**src/rtl/alu_op_pkg.sv**
```systemverilog
// Shared RV32I decode types: ALU ops, operand selects, opcodes and the
// decode-to-execute control bundle.
package alu_op_pkg;

    typedef enum logic [3:0] {
        ALU_ADD  = 4'd0,
        ALU_SUB  = 4'd1,
        ALU_SLL  = 4'd2,
        ALU_SLT  = 4'd3,
        ALU_SLTU = 4'd4,
        ALU_XOR  = 4'd5,
        ALU_SRL  = 4'd6,
        ALU_SRA  = 4'd7,
        ALU_OR   = 4'd8,
        ALU_AND  = 4'd9
    } alu_op_t;

    typedef enum logic [1:0] {
        A_RS1  = 2'd0,
        A_PC   = 2'd1,
        A_ZERO = 2'd2
    } a_sel_t;

    localparam logic [6:0] OPC_OP     = 7'b0110011;
    localparam logic [6:0] OPC_OP_IMM = 7'b0010011;
    localparam logic [6:0] OPC_BRANCH = 7'b1100011;
    localparam logic [6:0] OPC_LOAD   = 7'b0000011;
    localparam logic [6:0] OPC_STORE  = 7'b0100011;
    localparam logic [6:0] OPC_LUI    = 7'b0110111;
    localparam logic [6:0] OPC_AUIPC  = 7'b0010111;
    localparam logic [6:0] OPC_JAL    = 7'b1101111;
    localparam logic [6:0] OPC_JALR   = 7'b1100111;

    typedef struct packed {
        logic [31:0] pc;
        logic [4:0]  rs1;
        logic [4:0]  rs2;
        logic [4:0]  rd;
        logic [31:0] imm;
        alu_op_t     alu_op;
        a_sel_t      a_sel;
        logic        b_sel;
        logic [4:0]  shamt;
        logic        shamt_sel;
        logic        branch;
        logic [2:0]  branch_type;
        logic        jump;
        logic        jalr;
        logic        reg_write;
        logic        mem_read;
        logic        mem_write;
        logic [2:0]  mem_size;
        logic        illegal;
    } dec_bundle_t;

    // alt selects SUB/SRA; SUB only exists for register-register ops
    function automatic alu_op_t f3_alu_op(
        input logic [2:0] f3,
        input logic       alt,
        input logic       sub_ok
    );
        alu_op_t op;
        op = ALU_ADD;
        unique case (f3)
            3'b000: op = (alt && sub_ok) ? ALU_SUB : ALU_ADD;
            3'b001: op = ALU_SLL;
            3'b010: op = ALU_SLT;
            3'b011: op = ALU_SLTU;
            3'b100: op = ALU_XOR;
            3'b101: op = alt ? ALU_SRA : ALU_SRL;
            3'b110: op = ALU_OR;
            3'b111: op = ALU_AND;
            default: op = ALU_ADD;
        endcase
        return op;
    endfunction

endpackage

```
**src/rtl/instr_decode_stage_if.sv**
```systemverilog
// Fetch-side and execute-side handshakes of the decode stage.
interface instr_decode_stage_if;
    import alu_op_pkg::*;

    logic        in_valid;
    logic        in_ready;
    logic [31:0] in_instr;
    logic [31:0] in_pc;
    logic        flush;

    logic        out_valid;
    logic        out_ready;
    logic [31:0] out_pc;
    logic [4:0]  out_rs1;
    logic [4:0]  out_rs2;
    logic [4:0]  out_rd;
    logic [31:0] out_imm;
    alu_op_t     out_alu_op;
    a_sel_t      out_a_sel;
    logic        out_b_sel;
    logic [4:0]  out_shamt;
    logic        out_shamt_sel;
    logic        out_branch;
    logic [2:0]  out_branch_type;
    logic        out_jump;
    logic        out_jalr;
    logic        out_reg_write;
    logic        out_mem_read;
    logic        out_mem_write;
    logic [2:0]  out_mem_size;
    logic        out_illegal;

    modport slave (
        input  in_valid, in_instr, in_pc, flush, out_ready,
        output in_ready, out_valid, out_pc,
        output out_rs1, out_rs2, out_rd, out_imm,
        output out_alu_op, out_a_sel, out_b_sel,
        output out_shamt, out_shamt_sel,
        output out_branch, out_branch_type,
        output out_jump, out_jalr, out_reg_write,
        output out_mem_read, out_mem_write,
        output out_mem_size, out_illegal
    );

    modport master (
        output in_valid, in_instr, in_pc, flush, out_ready,
        input  in_ready, out_valid, out_pc,
        input  out_rs1, out_rs2, out_rd, out_imm,
        input  out_alu_op, out_a_sel, out_b_sel,
        input  out_shamt, out_shamt_sel,
        input  out_branch, out_branch_type,
        input  out_jump, out_jalr, out_reg_write,
        input  out_mem_read, out_mem_write,
        input  out_mem_size, out_illegal
    );

endinterface

```
**src/rtl/instr_decode_stage_skid_buffer.sv**
```systemverilog
// Two-entry skid buffer: registered in_ready, in-order, flush kills both.
module skid_buffer #(
    parameter int W = 8
) (
    input  logic         clk,
    input  logic         rst_n,
    input  logic         flush,
    input  logic         in_valid,
    output logic         in_ready,
    input  logic [W-1:0] in_data,
    output logic         out_valid,
    input  logic         out_ready,
    output logic [W-1:0] out_data
);

    logic         main_v;
    logic         skid_v;
    logic [W-1:0] main_d;
    logic [W-1:0] skid_d;
    logic         drain;
    logic         take;

    assign in_ready  = !skid_v;
    assign out_valid = main_v;
    assign out_data  = main_d;
    assign drain     = main_v && out_ready;
    assign take      = in_valid && !skid_v && !flush;

    always_ff @(posedge clk or negedge rst_n) begin
        if (!rst_n) begin
            main_v <= 1'b0;
            skid_v <= 1'b0;
            main_d <= '0;
            skid_d <= '0;
        end else if (flush) begin
            main_v <= 1'b0;
            skid_v <= 1'b0;
        end else if (skid_v && drain) begin
            // skid full means no accept this cycle; main stays valid
            main_d <= skid_d;
            skid_v <= 1'b0;
        end else if (take && (!main_v || drain)) begin
            main_v <= 1'b1;
            main_d <= in_data;
        end else if (take) begin
            skid_v <= 1'b1;
            skid_d <= in_data;
        end else if (drain) begin
            main_v <= 1'b0;
        end
    end

endmodule

```
**src/rtl/instr_decode_stage.sv**
```systemverilog
// RV32I decode stage: combinational decode into a control bundle,
// buffered behind a two-entry skid buffer.
module instr_decode_stage
    import alu_op_pkg::*;
#(
    parameter int XLEN = 32
) (
    input logic clk,
    input logic rst_n,
    instr_decode_stage_if.slave bus
);

    localparam int BW = $bits(dec_bundle_t);

    logic [31:0]     ins;
    logic [6:0]      opc;
    logic [2:0]      f3;
    logic [XLEN-1:0] imm_i;
    logic [XLEN-1:0] imm_s;
    logic [XLEN-1:0] imm_b;
    logic [XLEN-1:0] imm_u;
    logic [XLEN-1:0] imm_j;
    logic            ill;
    logic            wr;
    dec_bundle_t     d;
    dec_bundle_t     q;
    logic [BW-1:0]   q_raw;

    assign ins = bus.in_instr;
    assign opc = ins[6:0];
    assign f3  = ins[14:12];

    assign imm_i = {{20{ins[31]}}, ins[31:20]};
    assign imm_s = {{20{ins[31]}}, ins[31:25], ins[11:7]};
    assign imm_b = {{19{ins[31]}}, ins[31], ins[7],
                    ins[30:25], ins[11:8], 1'b0};
    assign imm_u = {ins[31:12], 12'b0};
    assign imm_j = {{11{ins[31]}}, ins[31], ins[19:12],
                    ins[20], ins[30:21], 1'b0};

    always_comb begin
        d           = '0;
        d.pc        = bus.in_pc;
        d.rs1       = ins[19:15];
        d.rs2       = ins[24:20];
        d.rd        = ins[11:7];
        d.shamt     = ins[24:20];
        d.alu_op    = ALU_ADD;
        d.a_sel     = A_RS1;
        ill         = 1'b0;
        wr          = 1'b0;
        unique case (1'b1)
            opc == OPC_OP: begin
                d.alu_op    = f3_alu_op(f3, ins[30], 1'b1);
                d.shamt_sel = 1'b1;
                wr          = 1'b1;
            end
            opc == OPC_OP_IMM: begin
                d.alu_op = f3_alu_op(f3, ins[30], 1'b0);
                d.b_sel  = 1'b1;
                d.imm    = imm_i;
                wr       = 1'b1;
            end
            opc == OPC_BRANCH: begin
                d.alu_op      = ALU_SUB;
                d.branch      = 1'b1;
                d.branch_type = f3;
                d.imm         = imm_b;
                ill           = (f3 == 3'b010) || (f3 == 3'b011);
            end
            opc == OPC_LOAD: begin
                d.b_sel    = 1'b1;
                d.imm      = imm_i;
                d.mem_read = 1'b1;
                d.mem_size = f3;
                wr         = 1'b1;
            end
            opc == OPC_STORE: begin
                d.b_sel     = 1'b1;
                d.imm       = imm_s;
                d.mem_write = 1'b1;
                d.mem_size  = f3;
            end
            opc == OPC_LUI: begin
                d.a_sel = A_ZERO;
                d.b_sel = 1'b1;
                d.imm   = imm_u;
                wr      = 1'b1;
            end
            opc == OPC_AUIPC: begin
                d.a_sel = A_PC;
                d.b_sel = 1'b1;
                d.imm   = imm_u;
                wr      = 1'b1;
            end
            opc == OPC_JAL: begin
                d.jump  = 1'b1;
                d.a_sel = A_PC;
                d.b_sel = 1'b1;
                d.imm   = imm_j;
                wr      = 1'b1;
            end
            opc == OPC_JALR: begin
                d.jump  = 1'b1;
                d.jalr  = 1'b1;
                d.b_sel = 1'b1;
                d.imm   = imm_i;
                wr      = 1'b1;
            end
            default: ill = 1'b1;
        endcase
        // still delivered so execute can raise the trap
        if (ill) begin
            d.illegal   = 1'b1;
            d.alu_op    = ALU_ADD;
            d.branch    = 1'b0;
            d.jump      = 1'b0;
            d.jalr      = 1'b0;
            d.mem_read  = 1'b0;
            d.mem_write = 1'b0;
            wr          = 1'b0;
        end
        d.reg_write = wr && (d.rd != 5'd0);
    end

    skid_buffer #(
        .W(BW)
    ) u_skid (
        .clk      (clk),
        .rst_n    (rst_n),
        .flush    (bus.flush),
        .in_valid (bus.in_valid),
        .in_ready (bus.in_ready),
        .in_data  (d),
        .out_valid(bus.out_valid),
        .out_ready(bus.out_ready),
        .out_data (q_raw)
    );

    assign q = dec_bundle_t'(q_raw);

    assign bus.out_pc          = q.pc;
    assign bus.out_rs1         = q.rs1;
    assign bus.out_rs2         = q.rs2;
    assign bus.out_rd          = q.rd;
    assign bus.out_imm         = q.imm;
    assign bus.out_alu_op      = q.alu_op;
    assign bus.out_a_sel       = q.a_sel;
    assign bus.out_b_sel       = q.b_sel;
    assign bus.out_shamt       = q.shamt;
    assign bus.out_shamt_sel   = q.shamt_sel;
    assign bus.out_branch      = q.branch;
    assign bus.out_branch_type = q.branch_type;
    assign bus.out_jump        = q.jump;
    assign bus.out_jalr        = q.jalr;
    assign bus.out_reg_write   = q.reg_write;
    assign bus.out_mem_read    = q.mem_read;
    assign bus.out_mem_write   = q.mem_write;
    assign bus.out_mem_size    = q.mem_size;
    assign bus.out_illegal     = q.illegal;

endmodule

```
**src/flat_wrapper.sv**
```systemverilog
// flat-port wrapper written by rule: the top's interface ports become plain ports
module instr_decode_stage_flat import alu_op_pkg::*;
#(
    parameter int XLEN = 32
)
  (clk, rst_n, bus_in_valid, bus_in_instr, bus_in_pc, bus_flush, bus_out_ready, bus_in_ready, bus_out_valid, bus_out_pc, bus_out_rs1, bus_out_rs2, bus_out_rd, bus_out_imm, bus_out_alu_op, bus_out_a_sel, bus_out_b_sel, bus_out_shamt, bus_out_shamt_sel, bus_out_branch, bus_out_branch_type, bus_out_jump, bus_out_jalr, bus_out_reg_write, bus_out_mem_read, bus_out_mem_write, bus_out_mem_size, bus_out_illegal);
  instr_decode_stage_if bus_i ();
  input logic clk;
  input logic rst_n;
  input wire logic [$bits(bus_i.in_valid)-1:0] bus_in_valid;
  input wire logic [$bits(bus_i.in_instr)-1:0] bus_in_instr;
  input wire logic [$bits(bus_i.in_pc)-1:0] bus_in_pc;
  input wire logic [$bits(bus_i.flush)-1:0] bus_flush;
  input wire logic [$bits(bus_i.out_ready)-1:0] bus_out_ready;
  output wire logic [$bits(bus_i.in_ready)-1:0] bus_in_ready;
  output wire logic [$bits(bus_i.out_valid)-1:0] bus_out_valid;
  output wire logic [$bits(bus_i.out_pc)-1:0] bus_out_pc;
  output wire logic [$bits(bus_i.out_rs1)-1:0] bus_out_rs1;
  output wire logic [$bits(bus_i.out_rs2)-1:0] bus_out_rs2;
  output wire logic [$bits(bus_i.out_rd)-1:0] bus_out_rd;
  output wire logic [$bits(bus_i.out_imm)-1:0] bus_out_imm;
  output wire logic [$bits(bus_i.out_alu_op)-1:0] bus_out_alu_op;
  output wire logic [$bits(bus_i.out_a_sel)-1:0] bus_out_a_sel;
  output wire logic [$bits(bus_i.out_b_sel)-1:0] bus_out_b_sel;
  output wire logic [$bits(bus_i.out_shamt)-1:0] bus_out_shamt;
  output wire logic [$bits(bus_i.out_shamt_sel)-1:0] bus_out_shamt_sel;
  output wire logic [$bits(bus_i.out_branch)-1:0] bus_out_branch;
  output wire logic [$bits(bus_i.out_branch_type)-1:0] bus_out_branch_type;
  output wire logic [$bits(bus_i.out_jump)-1:0] bus_out_jump;
  output wire logic [$bits(bus_i.out_jalr)-1:0] bus_out_jalr;
  output wire logic [$bits(bus_i.out_reg_write)-1:0] bus_out_reg_write;
  output wire logic [$bits(bus_i.out_mem_read)-1:0] bus_out_mem_read;
  output wire logic [$bits(bus_i.out_mem_write)-1:0] bus_out_mem_write;
  output wire logic [$bits(bus_i.out_mem_size)-1:0] bus_out_mem_size;
  output wire logic [$bits(bus_i.out_illegal)-1:0] bus_out_illegal;
  assign bus_i.in_valid = bus_in_valid;
  assign bus_i.in_instr = bus_in_instr;
  assign bus_i.in_pc = bus_in_pc;
  assign bus_i.flush = bus_flush;
  assign bus_i.out_ready = bus_out_ready;
  assign bus_in_ready = bus_i.in_ready;
  assign bus_out_valid = bus_i.out_valid;
  assign bus_out_pc = bus_i.out_pc;
  assign bus_out_rs1 = bus_i.out_rs1;
  assign bus_out_rs2 = bus_i.out_rs2;
  assign bus_out_rd = bus_i.out_rd;
  assign bus_out_imm = bus_i.out_imm;
  assign bus_out_alu_op = bus_i.out_alu_op;
  assign bus_out_a_sel = bus_i.out_a_sel;
  assign bus_out_b_sel = bus_i.out_b_sel;
  assign bus_out_shamt = bus_i.out_shamt;
  assign bus_out_shamt_sel = bus_i.out_shamt_sel;
  assign bus_out_branch = bus_i.out_branch;
  assign bus_out_branch_type = bus_i.out_branch_type;
  assign bus_out_jump = bus_i.out_jump;
  assign bus_out_jalr = bus_i.out_jalr;
  assign bus_out_reg_write = bus_i.out_reg_write;
  assign bus_out_mem_read = bus_i.out_mem_read;
  assign bus_out_mem_write = bus_i.out_mem_write;
  assign bus_out_mem_size = bus_i.out_mem_size;
  assign bus_out_illegal = bus_i.out_illegal;
  instr_decode_stage #(.XLEN(XLEN)) u_core (.clk(clk), .rst_n(rst_n), .bus(bus_i));
endmodule
```
**config.mk**
```make
export PLATFORM = sky130hd
export DESIGN_NAME = instr_decode_stage_flat
export DESIGN_NICKNAME = d
export VERILOG_FILES = /design/src/rtl/alu_op_pkg.sv /design/src/rtl/instr_decode_stage_if.sv /design/src/rtl/instr_decode_stage_skid_buffer.sv /design/src/rtl/instr_decode_stage.sv /design/src/flat_wrapper.sv
export SDC_FILE = /design/constraint.sdc
export NUM_CORES = 1
export LEC_CHECK = 0
export ABC_AREA = 1
export ABC_CLOCK_PERIOD_IN_PS = 1500
export BUFFER_PORTS_ARGS = -buffer_cell sky130_fd_sc_hd__buf_2
export CORE_ASPECT_RATIO = 0.75
export CORE_MARGIN = 10
export CORE_UTILIZATION = 50
export DETAILED_ROUTE_END_ITERATION = 7
export PLACE_DENSITY = 0.82
export SYNTH_ARGS = -nofsm -noshare
export SYNTH_HDL_FRONTEND = slang
export SYNTH_SLANG_ARGS = --single-unit
```
**constraint.sdc**
```tcl
create_clock -name clk -period 1.5 [get_ports clk]
set_input_delay 0.3 -clock clk [delete_from_list [all_inputs] [get_ports clk]]
set_output_delay 0.3 -clock clk [all_outputs]
set_load 0.02 [all_outputs]
```
## After elaboration in Yosys (flattened, before gate mapping)

Cells that the tools add are included.
W data, S select, Z words.

| word-level totals | value |
|---|---|
| bits in registers | 212 |
| latch bits | 0 |
| RAM bits | 0 |
| bits in read-only memories | 0 |
| bits of input ports | 69 |
| output and inout bits | 107 |
| word-level logic and storage cells | 88 |
| memories kept | 0 |

| cells by class | value |
|---|---|
| $add $sub $neg | 0 |
| multiply operators | 0 |
| divide/modulo/power cells | 0 |
| order comparisons | 0 |
| equal/unequal tests | 19 |
| shifts and indexed selects | 0 |
| mux-type cells | 34 |
| bitwise operators | 3 |
| reductions and logical operators | 28 |

Operators with widths:

| operator | number |
|---|---|
| $mux W105 | 2 |
| $pmux W32 S5 | 1 |
| $pmux W4 S8 | 2 |
| $eq A7 B6 Y1 const B | 3 |
| $eq A7 B7 Y1 const B | 3 |
| $mux W1 | 21 |
| $eq A7 B5 Y1 const B | 2 |
| $reduce_or A7 Y1 | 2 |
| $eq A3 B3 Y1 const B | 4 |
| $pmux W4 S3 | 1 |
| $mux W4 | 2 |
| $reduce_or A2 Y1 | 4 |
| $reduce_or A8 Y1 | 1 |
| $eq A7 B2 Y1 const B | 1 |
| $eq A3 B2 Y1 const B | 2 |
| $logic_and A1 B1 Y1 | 6 |
| $reduce_bool A3 Y1 | 2 |
| $reduce_bool A5 Y1 | 1 |
| $mux W2 | 2 |
| $pmux W2 S2 | 1 |
| $reduce_and A2 Y1 | 2 |
| $reduce_and A4 Y1 | 1 |
| $eq A3 B1 Y1 const B | 1 |
| $logic_not A1 Y1 | 3 |
| 11 further kinds | 14 |

## Logic depth before layout (Yosys ltp)

| depth | value |
|---|---|
| depth after elaboration | 7 |
| depth in mapped cells | 11 |
| gate-level depth less buffers | 10 |

## Modules after synthesis

Synthesis repeated with hierarchy kept, for this count alone.

| unflattened totals | value |
|---|---|
| cells, all modules | 1,312 |
| area, all modules | 9,915.8 um^2 |

By module, submodules not included:

| module | instances | cells each | area each (um^2) | seq. area each (um^2) |
|---|---|---|---|---|
| skid_buffer | 1 | 1,148 | 9,173.8 | 5,305.1 |
| instr_decode_stage | 1 | 164 | 742.0 | 0.0 |

## Least setup slack after synthesis

No wires, ideal clock.

| timing path | value |
|---|---|
| path type | flip-flop to flip-flop |
| from | reg u_core.u_skid.main_v (netlist: u_core.u_skid.out_valid) |
| to | reg u_core.u_skid.main_d[100] (netlist: u_core.u_skid.out_data[100]) |
| setup time | 0.130 ns |
| arrival | 1.503 ns |
| required time | 1.370 ns |
| setup slack | -0.132 ns |
| stages on the path, launching flop included | 8 |
| buffers on the path | 2 |
| clock period less this slack | 1.632 ns |
| path through | dfrtp_1 nand2_1 nor2_2 inv_2 o21ai_4 buf_2 buf_2 a31oi_1 |

| on the way | value |
|---|---|
| longest elaborated chain between the ends | 5 |
| elaborated cells between the ends (all ways) | 8 |
| those cells by class | 1 x mux; 7 x reduce/logical |

Ends and longest elaborated chain:

| item | line | source |
|---|---|---|
| from (decl) | instr_decode_stage_skid_buffer.sv:16 | `logic main_v;` |
| from (signal assigned) | instr_decode_stage_skid_buffer.sv:31 | `main_v <= 1'b0;` |
| from (signal assigned) | instr_decode_stage_skid_buffer.sv:36 | `main_v <= 1'b0;` |
| from (signal assigned) | instr_decode_stage_skid_buffer.sv:43 | `main_v <= 1'b1;` |
| $logic_not A1 Y1 / $logic_and A1 B1 Y1 (equally long branches) | instr_decode_stage_skid_buffer.sv:42, instr_decode_stage_skid_buffer.sv:26 |  |
| $logic_or A1 B1 Y1 | instr_decode_stage_skid_buffer.sv:42 | `end else if (take && (!main_v \|\| drain)) begin` |
| $logic_and A1 B1 Y1 | instr_decode_stage_skid_buffer.sv:42 |  |
| $reduce_bool A2 Y1 (no source line) | n/a |  |
| $reduce_and A2 Y1 (no source line) | n/a |  |
| to (signal assigned) | instr_decode_stage_skid_buffer.sv:40 | `main_d <= skid_d;` |
| to (signal assigned) | instr_decode_stage_skid_buffer.sv:44 | `main_d <= in_data;` |
| to (decl) | instr_decode_stage_skid_buffer.sv:18 | `logic [W-1:0] main_d;` |

Several ways; a longest one is shown, not always the timed one.
A chain may end at the register's enable or synchronous reset.

## Final worst setup path

| timing path | value |
|---|---|
| from | reg u_core.u_skid.skid_v |
| to | reg u_core.u_skid.skid_d[40] |

| on the way | value |
|---|---|
| longest elaborated chain between the ends | 6 |
| elaborated cells between the ends (all ways) | 8 |
| those cells by class | 2 x bitwise; 6 x reduce/logical |

Ends and longest elaborated chain:

| item | line | source |
|---|---|---|
| from (decl) | instr_decode_stage_skid_buffer.sv:17 | `logic skid_v;` |
| from (signal assigned) | instr_decode_stage_skid_buffer.sv:32 | `skid_v <= 1'b0;` |
| from (signal assigned) | instr_decode_stage_skid_buffer.sv:37 | `skid_v <= 1'b0;` |
| from (signal assigned) | instr_decode_stage_skid_buffer.sv:41 | `skid_v <= 1'b0;` |
| $logic_not A1 Y1 | instr_decode_stage_skid_buffer.sv:27 | `assign take = in_valid && !skid_v && !flush;` |
| $logic_and A1 B1 Y1 (2 in series) | instr_decode_stage_skid_buffer.sv:27 |  |
| $logic_and A1 B1 Y1 | instr_decode_stage_skid_buffer.sv:42 |  |
| $not A1 Y1 (no source line) | n/a |  |
| $reduce_and A4 Y1 (no source line) (*) | n/a |  |
| to (signal assigned) | instr_decode_stage_skid_buffer.sv:47 | `skid_d <= in_data;` |
| to (decl) | instr_decode_stage_skid_buffer.sv:19 | `logic [W-1:0] skid_d;` |

Mark *: on every way between the ends. The rest lies on a longest branch, timed or not.

==> flow_summary.ini <==
[die]
die_area_mm2 = 0.0240
start_util_pct = 51.2
coreArea_mm2 = 0.0178
ios = 176
dieWidth_um = 176
dieHeight_um = 137
num_rows = 42

[layout]
nFillCells = 1401
num_antenna_cells = 0
layout_commonest_cell = nand2_1
final_cells = 1628
area_delta_synth_final_pct = 35.3
final_layout_size_suffix_gt1_share_pct = 27.5
fin_nets = 1440
final_cell_mix = nand2_1, dfrtp_1, buf_2, nor2_1, a31oi_1
post-route-util_pct = 69.2

[critical_path]
worstSetupPathType = register to register
r2r_slack_ns = -0.12
worstPathArrival_ns = 2.01
crit_chain = inv_4, nand2_4, nor3_4, buf_6, buf_12, buf_16, nor2_4, a31oi_2
cp_max_fo = 8
crit_path_top_delay_cell = dfrtp_1
crit_family = buffers and inverters
start_kind = register
max_stage_delay_ns = 0.41
crit_required_ns = 1.89
path_buf_inv = 4
setup.worst_path.end_class = register

[clocking]
clock_path_buffers = 3
cts.clk_slew.worst_paths_ns = 0.06
cts_root_buf = clkbuf_16
clock_sinks = 202
cts_buffers = 21
clock_latency_ns = 0.50
tritoncts = yes
cts_max_level = 1

[synth]
ys_seq_elements = 202
synthXorXnorAreaFrac_pct = 0
avgSynthCellArea_um2 = 7.93
synth_compound_area_share_pct = 10.3
ys_types = 22
synth_top_family_by_area = simple AND/OR/NAND/NOR gates
synth_warnings = 0
yosysSeqAreaShare_pct = 55.6
synthMuxAreaShare_pct = 0
synth_fa_ha_area_share_pct = 0
syn_inst = 1146
synth_simple_gate_area_share_pct = 28.9
synth_area_mm2 = 0.00909
synth_nets = 1215

[detailed_routing]
vias_per_cell = 5.53
ant_nets = 0
wirelength_um = 30100
wl_per_cell_um = 18.5
drc = 0
met2_length_um = 13400
first_pass_iters = 5
topRoutingLayerUsed = met4
dr_wl_met3_um = 3090
vias = 8999
drt-initial-drc-count = 970
wl_met1_um = 13000

[placement]
place_ws_ns = -0.0868
dp.cells = 1563
dp_hpwl_um = 18200
portBuffers = 175
place.gp.congestion = 0.928

[sta]
setup_ws_ns = -0.117
hold_viol = 0
slew_violations = 0
post-route-period-util_pct = 108
rsz0062_at_grt = yes
max_freq_mhz = 618
fin_setup_tns_ns = -2.01
worst_slew_pin_slew_ns = 0.450
finalCriticalPeriod_ns = 1.62
finClkSkew_ns = 0.00835
hold_slack_ns = 0.0178
slew_headroom_pct = 70.0
setup_viol = 72

[grt]
grt_max_degree = 65
antenna_found_initial = 0
grt_usage_pct = 21.9
grt_pass1_wl_um = 43200
grt_pass1_vias = 8256
grt_overflow = 0

[power_and_ir_drop]
leakage_nw = 6.40
ir_worst_vdd_mv = 0.676
pwr_density_cell_mw_per_mm2 = 1300

[run_status]
violations = negative setup slack
status = finished with violations

[job]
drv_cap = 0

[worst_hold_path]
hp-class = input port to register
[synth_stat cells]
library cell	n	share of area (%)
o21ai_1	2	0.11
buf_1	5	0.21
nand3_1	67	3.7
o31ai_1	1	0.083
nand2_1	441	18
dfrtp_1	202	56
nand4_1	2	0.14
buf_2	36	2.0
buf_4	5	0.41
nor2_1	154	6.4
inv_1	29	1.2
nor3_2	1	0.11
a21o_1	1	0.083
o211ai_1	5	0.41
o21ai_4	1	0.18
o21ai_0	45	2.5
clkbuf_1	32	1.3
nor2_2	1	0.069
inv_2	3	0.12
a21oi_1	37	2.0
nor3_1	5	0.28
a31oi_1	71	4.9
[report_power, final]
part	switching [W]	internal [W]	leakage, nW
clock network	0.00217	0.00336	0.354
logic	0.00202	0.00131	3.53
registers	0.000642	0.00652	2.52
[cells by family after synthesis]
logic type	count (synthesis)
AND/OR/NAND/NOR	671
flip-flops	202
AO/OA/AOI/OAI	163
buffers and inverters	110
[state kept, by name, summed over array words and instances, names as in the netlist]
| register | cells |
|---|---|
| u_core.u_skid.out_valid | 1 |
| u_core.u_skid.skid_d | 100 |
| u_core.u_skid.out_data | 100 |
| u_core.u_skid.skid_v | 1 |
[what timing repair did]
item                       CTS  global route
hold endpoints to repair    39             0
pin swaps                    3             7
cloned                       2            14
setup endpoints to repair   66           165
hold buffers                 1             0
resized for setup           21            80
setup buffers                0            10
[layer usage]
layer  vias to the layer above  global-route usage, %
met3                        40                   6.66
met4                         0                   4.09
met1                      4364                   29.9
met5                         -                      0
met2                       444                   34.0
li1                       4151                      -
[stage by stage]
step / area [um2] / power (W)
floorplan: 9110 / 0.00887
global placement: 10800 / 0.00999
detailed placement: 10800 / 0.0101
CTS: 11600 / 0.0157
global route: 12300 / 0.0168
finish: 12300 / 0.0160
[layout make-up]
type	instances	area, um2	area share (%)
Clock buffer	33	621	5.05
Inverter	32	125	1.02
Multi-Input combinational cell	834	3840	31.3
Clock inverter	5	104	0.844
Timing Repair Buffer	280	2240	18.3
Sequential cell	202	5060	41.1
Tap cell	242	303	2.46
[path summary, 6_finish.rpt]
check | depth (start not counted) | to | startpoint
worst min-delay path | 3 | u_core.u_skid.skid_d[81]$_DFFE_PN0P_ | bus_in_pc[8]
worst min register to register | 2 | u_core.u_skid.skid_d[89]$_DFFE_PN0P_ | u_core.u_skid.skid_d[89]$_DFFE_PN0P_
max in group asynchronous | 3 | u_core.u_skid.out_data[102]$_DFFE_PN0P_ | rst_n
worst max-delay path | 8 | u_core.u_skid.skid_d[40]$_DFFE_PN0P_ | u_core.u_skid.skid_v$_DFFE_PN0P_
worst max register to register | 8 | u_core.u_skid.skid_d[40]$_DFFE_PN0P_ | u_core.u_skid.skid_v$_DFFE_PN0P_
min in group asynchronous | 2 | u_core.u_skid.skid_d[98]$_DFFE_PN0P_ | rst_n
[worst min-delay path, delay by kind of cell]
family	cells	cell delay (ns)
buffers and inverters	1	0.09
AND/OR/NAND/NOR	2	0.09
No activity file was read; power rests on OpenSTA's default activity.
